`config.mk`:
```
export PLATFORM = sky130hd
export DESIGN_NAME = alu_arbiter_flat
export DESIGN_NICKNAME = d
export VERILOG_FILES = /design/src/rtl/alu_arbiter_if.sv /design/src/rtl/alu_arbiter.sv /design/src/flat_wrapper.sv
export SDC_FILE = /design/constraint.sdc
export NUM_CORES = 1
export LEC_CHECK = 0
export ABC_CLOCK_PERIOD_IN_PS = 1100
export CAP_MARGIN = 25
export CORE_MARGIN = 10
export CORE_UTILIZATION = 26
export DETAILED_ROUTE_END_ITERATION = 8
export DONT_BUFFER_PORTS = 1
export GPL_ROUTABILITY_DRIVEN = 0
export PLACE_DENSITY = 0.49
export RECOVER_POWER = 50
export SLEW_MARGIN = 30
export SYNTH_ARGS = -nofsm -noshare
export SYNTH_HDL_FRONTEND = slang
export SYNTH_SLANG_ARGS = --single-unit
export TNS_END_PERCENT = 50
```
`constraint.sdc`:
```
create_clock -name clk -period 1.1 [get_ports clk]
set_input_delay 0.165 -clock clk [delete_from_list [all_inputs] [get_ports clk]]
set_output_delay 0.165 -clock clk [all_outputs]
set_load 0.005 [all_outputs]
```
`src/rtl/alu_arbiter_if.sv`:
```
// Request, ALU and response signals of alu_arbiter. The master side holds the requesters, the ALU and the response consumer.
// The slave side is the arbiter; no handshake latency is added here.
interface alu_arbiter_if #(
  parameter int WIDTH = 4
);
  logic             req0_valid;
  logic             req0_ready;
  logic [2:0]       req0_op;
  logic [WIDTH-1:0] req0_a;
  logic [WIDTH-1:0] req0_b;

  logic             req1_valid;
  logic             req1_ready;
  logic [2:0]       req1_op;
  logic [WIDTH-1:0] req1_a;
  logic [WIDTH-1:0] req1_b;

  logic [2:0]       alu_op;
  logic [WIDTH-1:0] alu_a;
  logic [WIDTH-1:0] alu_b;
  logic [WIDTH-1:0] alu_res;
  logic             alu_cout;

  logic             resp_valid;
  logic             resp_ready;
  logic             resp_id;
  logic [WIDTH-1:0] resp_data;
  logic             resp_carry;
  logic             resp_zero;

  modport master (
    output req0_valid, req0_op, req0_a, req0_b,
    input  req0_ready,
    output req1_valid, req1_op, req1_a, req1_b,
    input  req1_ready,
    input  alu_op, alu_a, alu_b,
    output alu_res, alu_cout,
    input  resp_valid, resp_id, resp_data, resp_carry, resp_zero,
    output resp_ready
  );

  modport slave (
    input  req0_valid, req0_op, req0_a, req0_b,
    output req0_ready,
    input  req1_valid, req1_op, req1_a, req1_b,
    output req1_ready,
    output alu_op, alu_a, alu_b,
    input  alu_res, alu_cout,
    output resp_valid, resp_id, resp_data, resp_carry, resp_zero,
    input  resp_ready
  );
endinterface

```
`src/rtl/alu_arbiter.sv`:
```
// Round-robin arbiter sharing one ALU between two requesters; grant at T gives resp_valid at T+2, next grant at T+3.
// Requesters stall (ready low) outside IDLE; resp_ready low holds RESP. Optional flags via ALU_ARB_FLAGS_EN.
module alu_arbiter #(
  parameter int WIDTH = 4
) (
  input  logic         clk,
  input  logic         rst,
  alu_arbiter_if.slave bus
);

  typedef enum logic [1:0] {IDLE, EXEC, RESP} state_t;

  state_t state;
  logic   last;
  logic   id;
  logic   gnt0;
  logic   gnt1;

  // On a tie, the requester not served last wins.
  always_comb begin
    gnt0 = bus.req0_valid && (!bus.req1_valid || last);
    gnt1 = bus.req1_valid && (!bus.req0_valid || !last);
  end

  assign bus.req0_ready = (state == IDLE) && !rst && gnt0;
  assign bus.req1_ready = (state == IDLE) && !rst && gnt1;

  always_ff @(posedge clk) begin
    if (rst) begin
      state          <= IDLE;
      last           <= 1'b1;
      id             <= 1'b0;
      bus.alu_op     <= '0;
      bus.alu_a      <= '0;
      bus.alu_b      <= '0;
      bus.resp_valid <= 1'b0;
      bus.resp_id    <= 1'b0;
      bus.resp_data  <= '0;
    end else begin
      case (state)
        IDLE: begin
          if (gnt0) begin
            bus.alu_op <= bus.req0_op;
            bus.alu_a  <= bus.req0_a;
            bus.alu_b  <= bus.req0_b;
            id         <= 1'b0;
            state      <= EXEC;
          end else if (gnt1) begin
            bus.alu_op <= bus.req1_op;
            bus.alu_a  <= bus.req1_a;
            bus.alu_b  <= bus.req1_b;
            id         <= 1'b1;
            state      <= EXEC;
          end
        end
        EXEC: begin
          bus.resp_data  <= bus.alu_res;
          bus.resp_id    <= id;
          bus.resp_valid <= 1'b1;
          state          <= RESP;
        end
        RESP: begin
          if (bus.resp_ready) begin
            bus.resp_valid <= 1'b0;
            last           <= bus.resp_id;
            state          <= IDLE;
          end
        end
        default: state <= IDLE;
      endcase
    end
  end

`ifdef ALU_ARB_FLAGS_EN
  always_ff @(posedge clk) begin
    if (rst) begin
      bus.resp_carry <= 1'b0;
      bus.resp_zero  <= 1'b0;
    end else if (state == EXEC) begin
      bus.resp_carry <= bus.alu_cout;
      bus.resp_zero  <= (bus.alu_res == '0);
    end
  end
`else
  logic unused_cout;

  assign unused_cout    = bus.alu_cout;
  assign bus.resp_carry = 1'b0;
  assign bus.resp_zero  = 1'b0;
`endif

endmodule

```
`src/flat_wrapper.sv`:
```
// flat-port wrapper written by rule: the top's interface ports become plain ports
module alu_arbiter_flat 
#(
  parameter int WIDTH = 4
)
  (clk, rst, bus_req0_valid, bus_req0_op, bus_req0_a, bus_req0_b, bus_req0_ready, bus_req1_valid, bus_req1_op, bus_req1_a, bus_req1_b, bus_req1_ready, bus_alu_op, bus_alu_a, bus_alu_b, bus_alu_res, bus_alu_cout, bus_resp_valid, bus_resp_id, bus_resp_data, bus_resp_carry, bus_resp_zero, bus_resp_ready);
  alu_arbiter_if #(.WIDTH(WIDTH)) bus_i ();
  input  logic clk;
  input  logic rst;
  input wire logic [$bits(bus_i.req0_valid)-1:0] bus_req0_valid;
  input wire logic [$bits(bus_i.req0_op)-1:0] bus_req0_op;
  input wire logic [$bits(bus_i.req0_a)-1:0] bus_req0_a;
  input wire logic [$bits(bus_i.req0_b)-1:0] bus_req0_b;
  output wire logic [$bits(bus_i.req0_ready)-1:0] bus_req0_ready;
  input wire logic [$bits(bus_i.req1_valid)-1:0] bus_req1_valid;
  input wire logic [$bits(bus_i.req1_op)-1:0] bus_req1_op;
  input wire logic [$bits(bus_i.req1_a)-1:0] bus_req1_a;
  input wire logic [$bits(bus_i.req1_b)-1:0] bus_req1_b;
  output wire logic [$bits(bus_i.req1_ready)-1:0] bus_req1_ready;
  output wire logic [$bits(bus_i.alu_op)-1:0] bus_alu_op;
  output wire logic [$bits(bus_i.alu_a)-1:0] bus_alu_a;
  output wire logic [$bits(bus_i.alu_b)-1:0] bus_alu_b;
  input wire logic [$bits(bus_i.alu_res)-1:0] bus_alu_res;
  input wire logic [$bits(bus_i.alu_cout)-1:0] bus_alu_cout;
  output wire logic [$bits(bus_i.resp_valid)-1:0] bus_resp_valid;
  output wire logic [$bits(bus_i.resp_id)-1:0] bus_resp_id;
  output wire logic [$bits(bus_i.resp_data)-1:0] bus_resp_data;
  output wire logic [$bits(bus_i.resp_carry)-1:0] bus_resp_carry;
  output wire logic [$bits(bus_i.resp_zero)-1:0] bus_resp_zero;
  input wire logic [$bits(bus_i.resp_ready)-1:0] bus_resp_ready;
  assign bus_i.req0_valid = bus_req0_valid;
  assign bus_i.req0_op = bus_req0_op;
  assign bus_i.req0_a = bus_req0_a;
  assign bus_i.req0_b = bus_req0_b;
  assign bus_req0_ready = bus_i.req0_ready;
  assign bus_i.req1_valid = bus_req1_valid;
  assign bus_i.req1_op = bus_req1_op;
  assign bus_i.req1_a = bus_req1_a;
  assign bus_i.req1_b = bus_req1_b;
  assign bus_req1_ready = bus_i.req1_ready;
  assign bus_alu_op = bus_i.alu_op;
  assign bus_alu_a = bus_i.alu_a;
  assign bus_alu_b = bus_i.alu_b;
  assign bus_i.alu_res = bus_alu_res;
  assign bus_i.alu_cout = bus_alu_cout;
  assign bus_resp_valid = bus_i.resp_valid;
  assign bus_resp_id = bus_i.resp_id;
  assign bus_resp_data = bus_i.resp_data;
  assign bus_resp_carry = bus_i.resp_carry;
  assign bus_resp_zero = bus_i.resp_zero;
  assign bus_i.resp_ready = bus_resp_ready;
  alu_arbiter #(.WIDTH(WIDTH)) u_core (.clk(clk), .rst(rst), .bus(bus_i));
endmodule
```
==> run summary, run 1 <==
For the count of final hold-check violations, the log shows 13. The net count of the finished layout was 160. The global-route wire length before repair came out at 4880 microns. The tools report the sequential element share of the synthesized area as 0.410. No sink is reached through more buffers than the 2 on the longest clock path. The worst register-to-register path has a depth of 5.

The finished layout holds 175 standard cells, fillers aside. OpenSTA, run right after detailed placement, puts the worst setup slack at -0.221 ns. The flow ran to the end, but the final reports show violations.

At the later pin of the worst-skew pair, clock insertion delay measures 0.26 ns. The antenna diode instance count came out at 0. In this run the remaining antenna-violating nets after routing total 0. The violation count after the first detailed-routing iteration is 37, and the required time at the endpoint of the critical path is 0.94 ns.

The tools report the initial antenna violation count as 0. The floorplan step set the die height to 82.8 microns. TritonCTS built the clock tree. Leaving out fill and tap cells, the most frequent cells in the layout are sky130_fd_sc_hd__dfxtp_1 (18), sky130_fd_sc_hd__buf_4 (12), sky130_fd_sc_hd__nor2b_1 (8), sky130_fd_sc_hd__nor2_1 (8), sky130_fd_sc_hd__buf_6 (8).

The run gives 1 as the number of H-tree levels. The peak clock frequency supported by timing was 792 MHz; the filler cell count was 396. After detailed routing, the number of remaining DRC violations is 0.

Clock tree synthesis selected as its root buffer the cell sky130_fd_sc_hd__clkbuf_8. The number of global-route vias before repair came out at 946. The tools report the global routing usage summed across all routing layers as 0.0854. The worst hold path cell count was 1; the number of cells in the design after placement was 163. The pre-antenna-repair detailed-routing pass consisted of 4 iterations. The run gives 0.274 as the starting density of the core.

The worst-case IR drop observed on VDD is 643 uV. Data arrives at the worst endpoint at 1.10 ns. For the final database, setup skew stands at 0.00563 ns.

Setup repair after global routing could not meet its margin everywhere. For the number of library cell types mapped by synthesis, the log shows 29. The max-cap violation count was 0. The time the worst path needs with I/O delays and setup is 1.26 ns. Synthesis produced 110 cells. For the cell area after synthesis, the log shows 1030 sq um.

Summed over all layers, the routed wires come to 3340 microns. The ratio of cells with drive above 1 in the final layout is 0.339, and the boundary pin count is 53. The clock-pin slew on the worst setup and hold paths is 0.07 ns.

Once detailed placement completed, the half-perimeter wirelength came to 2410 microns. The element type at the critical path end is an output pin. The critical path goes through nor2_4 > nor4b_4 > buf_4.

The fraction of registers with async set or reset after synthesis was 0. By startpoint and endpoint, the worst setup path is classified as register to output pin. Among all stages on the critical path, the largest delay is contributed by sky130_fd_sc_hd__dfxtp_4.

During placement, the flow inserted port buffers numbering 0. The region available for standard cell placement spans 3740 sq um. The post-synthesis to final-layout area growth came out at 32.9%. After floorplanning, the core was divided into 22 placement rows. The checks that failed: negative hold slack, negative setup slack. The analysis attributes to cell leakage a power of 0.548 nW. For this block, the via count after detailed routing is 904. Dividing the synthesized area by the synthesized cell count gives 9.33 sq um. Synthesis inferred 21 register bits.

Setup violations remaining at the end of the flow were counted as 12. The full die area is 6860 sq um, and the wire length per cell after detailed routing is 19.1 microns. Along the worst path, the maximum fanout reaches 3. The number of flops mapped to enable cells by yosys is 0, and the total clock buffers created by CTS is 3.

The aggregate global routing overflow was 0. Measured along the x axis, the die boundary spans 82.8 microns. For the worst setup margin, the log shows -0.163 ns. For this run, the leading register cell type out of synthesis is sky130_fd_sc_hd__dfxtp_1.

Using the TritonRoute via totals, the vias-per-cell ratio works out to 5.17. For this design, the sink count on the clock tree is 21. The path class of the tightest hold or removal check is input pin to register. Yosys printed 0 warnings. The design draws 1.85 mW. The share of the cycle needed by the critical path after routing was 1.15; the maximum number of pins on one net before global-route repair was 24.

The library cell used most frequently in the layout, excluding fill and tap cells, is sky130_fd_sc_hd__dfxtp_1. The type of element launching the critical path was a register. The run gives 0 as the final-report max-slew violation count. In this design, the stage delay of the slowest critical-path cell is 0.36 ns.

The worst hold slack is -0.0374 ns. Power spread over the standard cell area amounts to 1350 nW/um^2.
-- cells in the mapped netlist (all sizes together) (3+ instances only) --
library cell / number / area [sq um]
nor2b: 9 / 56.3
nor2: 9 / 41.3
nand2: 3 / 13.8
a21oi: 7 / 35.0
mux2i: 6 / 60.1
o21ai: 5 / 25.0
o32a: 6 / 60.1
a21boi: 6 / 45.0
a311oi: 6 / 52.6
buf: 8 / 56.3
and3: 6 / 37.5
dfxtp: 21 / 420
nand3: 5 / 25.0
-- where the power goes --
group	total [mW]	switching, mW	leakage [nW]	internal [mW]
Clock	0.507	0.254	0.0255	0.252
Sequential	0.921	0.0771	0.175	0.844
Combinational	0.420	0.174	0.348	0.246
Total	1.85	0.506	0.548	1.34
-- worst max-delay path: cells and delay by family, from the launching register on --
family	cells	cell delay (ns)
DFF	1	0.36
and+or+nand+nor	2	0.34
buffers and inverters	1	0.14
-- per-layer routing --
metal  wire, microns  track usage  up-vias
met3             399       0.0596        0
met2            1570        0.133       47
met4               0      0.00923        0
li1                -            -      434
met5               0            0        -
met1            1370       0.0963      423
-- cell families after synthesis --
logic type      synth area share
other cells              0.00366
compound gates             0.212
mux                       0.0585
flops                      0.410
buf+inv                   0.0622
simple gates               0.254
-- cell type report --
| class | count | area, sq um | area share |
|---|---|---|---|
| repair buffers | 20 | 180 | 0.132 |
| flip-flops and latches | 21 | 432 | 0.317 |
| multi-input cells | 81 | 642 | 0.471 |
| clock inverters | 1 | 5.00 | 0.00367 |
| well taps | 48 | 60.1 | 0.0440 |
| clock buffers | 3 | 41.3 | 0.0303 |
| inverters | 1 | 3.75 | 0.00275 |
-- sequential cells by signal, indices dropped and copies added, names as in the netlist --
signal / cells
u_core.bus.resp_valid: 1
u_core.bus.resp_id: 1
u_core.bus.alu_b: 4
u_core.id: 1
u_core.bus.alu_a: 4
u_core.state: 2
u_core.bus.alu_op: 3
u_core.last: 1
u_core.bus.resp_data: 4
-- path summary, 6_finish.rpt --
| path | end | start | slack, ns |
|---|---|---|---|
| setup / recovery | bus_req0_ready | u_core.state[0] | -0.16 |
| hold / removal | u_core.state[1] | rst | -0.04 |
| setup reg to reg | u_core.bus.alu_b[3] | u_core.state[0] | -0.15 |
| hold reg to reg | u_core.id | u_core.id | 0.51 |
-- stage by stage --
stage	hold WS (ns)	cell area, sq um	utilization	TNS (ns)
CTS	-0.0456	1250	0.333	-1.42
floorplan	0.258	1040	-	-0.0421
detailed placement	0.238	1130	0.303	-1.52
global route	-0.0556	1360	0.364	-2.17
finish	-0.0374	1360	0.364	-1.05
global placement	0.240	1130	0.303	-0.890
-- repair_timing --
action                                 CTS  global route
setup endpoints to repair               19            21
setup buffers                            4             3
endpoints found under the hold margin   13            14
gates resized for setup                  8            24
gates cloned                             0             1
pin swaps                                4            12
(Power assumes the default switching activity.)
==> run 2: changes to the inputs <==
--- a/config.mk
+++ b/config.mk
@@ -5,14 +5,14 @@
 export SDC_FILE = /design/constraint.sdc
 export NUM_CORES = 1
 export LEC_CHECK = 0
-export ABC_CLOCK_PERIOD_IN_PS = 1100
+export ABC_CLOCK_PERIOD_IN_PS = 1500
 export CAP_MARGIN = 25
 export CORE_MARGIN = 10
 export CORE_UTILIZATION = 26
 export DETAILED_ROUTE_END_ITERATION = 8
 export DONT_BUFFER_PORTS = 1
 export GPL_ROUTABILITY_DRIVEN = 0
-export PLACE_DENSITY = 0.49
+export PLACE_DENSITY = 0.47
 export RECOVER_POWER = 50
 export SLEW_MARGIN = 30
 export SYNTH_ARGS = -nofsm -noshare
==> constraint.sdc (replaced) <==
create_clock -name clk -period 1.5 [get_ports clk]
set_input_delay 0.225 -clock clk [delete_from_list [all_inputs] [get_ports clk]]
set_output_delay 0.225 -clock clk [all_outputs]
set_load 0.005 [all_outputs]
==> run 2 against run 1 <==
Against the previous run: the run now ends clean; worst hold slack improved by 0.070 ns; worst setup slack better by 0.27 ns; cell count decreased by 10%; power is 33% lower; die area unchanged; first-iteration DRC count up 2.7%; global-route usage fell by 0.55 points; non-clock buffer count fell by 17; sequential power down 26%; count of clock-buffer cells in the layout unchanged.
==> run summary, run 2 (same netlist as run 1, synthesis figures left out) <==
The run finished with clean final reports. The clock latency on the worst-skew pair was 0.26 ns (about the same); the violation count after the first detailed-routing iteration was 38 (+2.7%). The maximum net fanout on the critical path is 6 (+3), and the wire length per cell after detailed routing is 18.3 microns (-4.0%). The worst setup path is captured at an output pin. The full die area is 6860 sq um (unchanged), and the cell internal power dissipation is 0.907 mW (-32%). The worst hold slack came out at 0.0324 ns (+0.0698 ns). The critical path goes through nor2b_1 > nor4b_2 > buf_4. The required time at the endpoint of the critical path is 1.27 ns (+0.33 ns). Via count: 810 (-10%). The tools report the number of H-tree levels as 1 (unchanged).

Cell type of the slowest stage on the worst timing path: sky130_fd_sc_hd__dfxtp_1. The count of buffers inserted at the top-level ports was 0 (unchanged). The clock network fraction of design power is 0.296 (+0.022). The worst path needs 1.40 ns of the cycle, external delays included. The final routed wirelength across all metal layers is 2880 microns (-14%), and the leakage power summed over all cells is 0.411 nW (-25%).

For the placeable core region, the log shows 3740 sq um (unchanged). For the count of final hold-check violations, the log shows 0 (-13). Total cell area at the placement stage: 1050 sq um (-7.3%). Derived from the worst setup path, the maximum achievable clock frequency is 716 MHz. The setup clock skew after layout is 0.00136 ns (-0.00427 ns), and the net count of the finished layout is 142 (-11%).

The most common cell after layout, fill and taps aside was sky130_fd_sc_hd__dfxtp_1. The run gives 0 (unchanged) as the remaining antenna violation count. The cell sitting at the root of the clock tree is a sky130_fd_sc_hd__clkbuf_8. The global routing usage summed across all routing layers is 0.0800 (-0.00546). The relative contribution of combinational cells to total power was 0.154 (-0.073).

The highest cell delay on the worst timing path was 0.39 ns (+0.03 ns); the maximum number of pins on one net before global-route repair was 24 (unchanged). For the number of cell rows, the log shows 22 (unchanged). The boundary pin count is 53 (unchanged), and the post-synthesis to final-layout area growth is 7.07%. The total power was 1.23 mW (-33%); the final-report max-slew violation count was 0 (unchanged).

The initial antenna violation count is 0 (unchanged). The path type of the worst setup path is register to output pin. The largest registers in the layout are u_core.bus.alu_a x4, u_core.bus.alu_b x4, u_core.bus.resp_data x4.

TritonCTS built the clock tree. Setup repair after global routing left no endpoint under its margin. The total power density per cell area was 1120 nW/um^2 (-17%). The net switching component of the power is 0.327 mW (-35%), and the sequential fraction of design power is 0.550 (+0.052). The critical path arrival was 1.17 ns (+0.07 ns); the sum of buffers and inverters on the critical path was 1 (unchanged). The run gives 4510 microns (-7.5%) as the global-route wire length before repair. The max-cap violation count was 0 (unchanged); the number of DRC violations after detailed routing was 0 (unchanged). The type of element launching the critical path is a register. The aggregate global routing overflow is 0 (unchanged), and the measured slew at the worst slew-check pin is 0.675 ns. The proportion of total power due to net switching is 0.265 (-0.00881), and the flip-flop and latch area is 423 sq um (-2.0%). The ratio of cells with drive above 1 in the final layout came out at 0.128 (-0.210). The run gives 0.546 as the worst slew slack as a fraction of its limit.

The starting density of the core was 0.274 (unchanged). In this run the worst hold path is classified as input pin to register. The worst IR drop on VDD was 415 uV (-35%); the maximum buffer depth of the clock tree was 2 (unchanged).

Cell family with the largest share of critical-path delay: flip-flops. The sum of negative setup slack was 0 ns (+1.05 ns); the combined area of the multi-input logic cells was 543 sq um (-15%). The clock-pin slew on the worst setup and hold paths was 0.07 ns (about the same); the width of the chip was 82.8 microns (unchanged). The number of search-and-repair iterations in the first detailed-routing pass is 4 (unchanged).

The total non-filler cell area in the finished layout is 1100 sq um (-19%), and the share of the cycle needed by the critical path after routing is 0.931. The height of the die works out to 82.8 microns (unchanged). In the layout the commonest cells are sky130_fd_sc_hd__dfxtp_1 (19), sky130_fd_sc_hd__nor2b_1 (9), sky130_fd_sc_hd__nor2_1 (8). Post-DP HPWL: 2250 microns (-6.5%). The antenna diode instance count was 0 (unchanged).

The total clock buffers created by CTS is 3 (unchanged). The logs give 418 (+5.6%) for the filler cell count and 0 (-12) for the final count of negative-setup-slack endpoints. Number of global-route vias before repair: 835 (-12%). The TritonCTS sink count is 21 (unchanged), and the detailed-route vias per instance is 5.16 (-0.13%). The run gives 0.293 (-0.0709) as the utilization after layout.
## run 2: final cells by class
class / instances / area share
Clock buffer: 3 / 0.0376
Sequential cell: 21 / 0.385
Inverter: 1 / 0.00342
Timing Repair Buffer: 3 / 0.0205
Clock inverter: 1 / 0.00456
Tap cell: 48 / 0.0547
Multi-Input combinational cell: 80 / 0.494
## run 2: timing repair
action	CTS	global route
endpoints found under the setup margin	1	6
gates resized for setup	1	2
gates cloned	0	0
setup buffers	0	0
hold buffers	0	0
## run 2: layer usage
layer	global-route usage	up-vias	wire length (microns)
met5	0	-	0
met4	0.0138	0	11
met3	0.0586	2	380
met2	0.135	31	1430
met1	0.0778	373	1060
li1	-	404	-
## run 2: final timing paths
path	endpoint	startpoint	slack [ns]	cells after the start
worst max-delay path	bus_req0_ready	u_core.last	0.10	3
worst min-delay path	u_core.state[1]	rst	0.03	1
worst max register to register	u_core.bus.alu_a[1]	u_core.last	0.16	3
worst min register to register	u_core.id	u_core.id	0.52	2
## run 2: metrics by stage
stage	std cells	worst slack, ns
6_report	157	0.104
5_1_grt	157	0.0111
2_1_floorplan	111	0.353
3_5_place_dp	153	0.161
4_1_cts	157	0.0145
3_3_place_gp	153	0.182
## run 2: power groups by stage
| stage | Sequential (mW) | Clock [mW] | Combinational, mW |
|---|---|---|---|
| floorplan | 0.674 | 0 | 0.176 |
| global placement | 0.694 | 0 | 0.187 |
| detailed placement | 0.696 | 0 | 0.193 |
| CTS | 0.683 | 0.388 | 0.195 |
| global route | 0.689 | 0.404 | 0.217 |
| finish | 0.678 | 0.366 | 0.190 |
==> run 3: changes to the inputs <==
--- a/config.mk
+++ b/config.mk
@@ -12,6 +12,7 @@
 export DETAILED_ROUTE_END_ITERATION = 8
 export DONT_BUFFER_PORTS = 1
 export GPL_ROUTABILITY_DRIVEN = 0
+export GPL_TIMING_DRIVEN = 0
 export PLACE_DENSITY = 0.47
 export RECOVER_POWER = 50
 export SLEW_MARGIN = 30
==> run 3 against run 2 <==
Against the previous run: via count up 4.8%; cell count up 5.1%; sequential share of layout area down 2.6 points; critical path type unchanged; largest power group unchanged.
==> run summary, run 3 (same netlist as run 1, synthesis figures left out) <==
The critical path arrival came out at 1.18 ns (about the same). The worst IR drop on VDD was 438 uV (+5.6%); the via count was 849 (+4.8%). The logs give 0 ns (unchanged) for the sum of negative setup slack and 0 (unchanged) for the count of final hold-check violations. TritonCTS built the clock tree. The width of the chip came out at 82.8 microns (unchanged). STA classifies the critical path endpoint as an output pin.

The maximum number of pins on one net before global-route repair was 13 (-46%); the ratio of cells with drive above 1 in the final layout was 0.171 (+0.0425). The endpoint of the most critical register-to-register path is u_core.bus.alu_op[1]. The global-route wire length before repair is 4670 microns (+3.5%), and the maximum net fanout on the critical path is 8 (+2). The initial antenna violation count is 0 (unchanged). The height of the die is 82.8 microns (unchanged). The remaining antenna violation count is 0 (unchanged), and the clock-pin slew on the worst setup and hold paths is 0.08 ns (about the same). The tools report the required time at the endpoint of the critical path as 1.27 ns (about the same).

The maximum buffer depth of the clock tree is 2 (unchanged), and the peak clock frequency supported by timing is 711 MHz (-0.72%). The logs give 35 (-7.9%) for the violation count after the first detailed-routing iteration and 53 (unchanged) for the boundary pin count. The global routing usage summed across all routing layers was 0.0829 (+0.00291). The number of cell rows came out at 22 (unchanged). The tree is rooted in a sky130_fd_sc_hd__clkbuf_8. The critical path startpoint was u_core.state[1].

For the post-cts hold buffer count, the log shows 0 (unchanged). The run finished with clean final reports. The run gives 3740 sq um (unchanged) as the placeable core region.

Aggregate global routing overflow: 0 (unchanged). The run gives 0.313 (+0.0194) as the utilization after layout. In this run the critical register-to-register path is launched from u_core.last.

The tools report the full die area as 6860 sq um (unchanged). Most common cell after layout, fill and taps aside: sky130_fd_sc_hd__dfxtp_1. Combined area of the multi-input logic cells: 566 sq um (+4.1%).

The final-report max-slew violation count was 0 (unchanged). The run gives 1490 microns (+4.6%) as the met2 wire length. The wire length on met3 is 370 microns (-2.6%). The endpoint of the worst setup timing path is bus_req0_ready. The number of search-and-repair iterations in the first detailed-routing pass was 4 (unchanged). The tools report the clock latency on the worst-skew pair as 0.26 ns (about the same). The tools report the filler cell count as 410 (-1.9%).

The final routed wirelength across all metal layers is 3020 microns (+4.9%). The time the worst path needs with I/O delays and setup came out at 1.41 ns (+0.0101 ns). Path type of the worst setup path: register to output pin. The setup clock skew after layout is 0.00189 ns (+0.000528 ns), and the wire length per cell after detailed routing is 18.3 microns (-0.15%).

The tools report the type of element launching the critical path as a register. The leakage power summed over all cells was 0.453 nW (+10%); the worst hold path cell count was 1 (unchanged). The tightest min-delay check is of the input pin to register type.

The net count of the finished layout was 150 (+5.6%); the number of H-tree levels was 1 (unchanged). The tools report the post-DP HPWL as 2430 microns (+8.1%). The setup slack on the worst flop-to-flop path was 0.20 ns (+0.04 ns); the flip-flop and latch area was 420 sq um (-0.59%). The count of buffers inserted at the top-level ports works out to 0 (unchanged). Total power: 1.27 mW (+3.3%). The final count of negative-setup-slack endpoints is 0 (unchanged). The total power density per cell area is 1090 nW/um^2 (-3.1%), and the routed metal-1 wire length is 1140 microns (+8.2%). The run gives 21 (unchanged) as the TritonCTS sink count.

The antenna diode instance count was 0 (unchanged); the number of global-route vias before repair was 899 (+7.7%). In this run the top signal layer used is met4. The starting density of the core is 0.274 (unchanged). Total clock buffers created by CTS: 3 (unchanged). For the max-cap violation count, the log shows 0 (unchanged). The library cells used most frequently in the layout, excluding fill and tap cells, are sky130_fd_sc_hd__dfxtp_1 (21), sky130_fd_sc_hd__nor2b_1 (9), sky130_fd_sc_hd__nor2_1 (8). Depth of the most critical reg-to-reg path: 4 (+1). The share of the cycle needed by the critical path after routing is 0.937 (+0.00676). In the final layout, the registers with the most flip-flops are u_core.bus.alu_a x4, u_core.bus.alu_b x4, u_core.bus.resp_data x4.

Detailed-route vias per instance: 5.15 (-0.27%). The number of DRC violations after detailed routing was 0 (unchanged); the post-synthesis to final-layout area growth was 14.1%.
==> run 3: area by class of cell <==
type	instances	share of cell area
clock inverter	1	0.00427
multi-input combinational	80	0.483
sequential	21	0.359
tap	48	0.0513
inverter	1	0.00321
timing repair buffer	2	0.0128
clock buffer	3	0.0353
buffer	9	0.0513
==> run 3: metal layers <==
metal,GRT usage,vias up
met5,0,-
met4,0.0138,0
met3,0.0576,2
met2,0.137,32
met1,0.0854,402
li1,-,413
==> run 3: how the worst min path moves through the flow <==
stage	start	slack, ns	endpoint
2_1_floorplan	rst	0.32	u_core.state[0]
3_3_place_gp	rst	0.33	u_core.state[0]
3_5_place_dp	rst	0.34	u_core.state[0]
4_1_cts	rst	0.06	u_core.state[0]
5_1_grt	rst	0.05	u_core.state[0]
6_report	rst	0.06	u_core.state[0]
==> run 3: report_power, final <==
part	switching (mW)	internal (mW)	total [mW]
Combinational	0.109	0.117	0.226
Sequential	0.0596	0.620	0.679
Clock	0.184	0.185	0.369
Total	0.353	0.922	1.27
==> run 3: per-stage QoR <==
step / worst slack [ns] / hold slack, ns / instances / instance area, sq um
floorplan: 0.353 / 0.318 / 111 / 1030
global placement: 0.0884 / 0.334 / 159 / 1090
detailed placement: 0.0703 / 0.336 / 159 / 1090
CTS: 0.00219 / 0.0567 / 163 / 1140
global route: -0.00416 / 0.0533 / 165 / 1170
finish: 0.0941 / 0.0596 / 165 / 1170
==> run 3: repair_timing <==
action,CTS,global route
setup buffers,0,2
setup endpoints to repair,1,4
resized for setup,1,2
pin swaps,0,1
==> run 3: worst max-delay path, cell delays in order, from the launching register on <==
cell and delay [ns]:
sky130_fd_sc_hd__dfxtp_1 0.42, sky130_fd_sc_hd__nor2_4 0.22, sky130_fd_sc_hd__nor4b_4 0.27
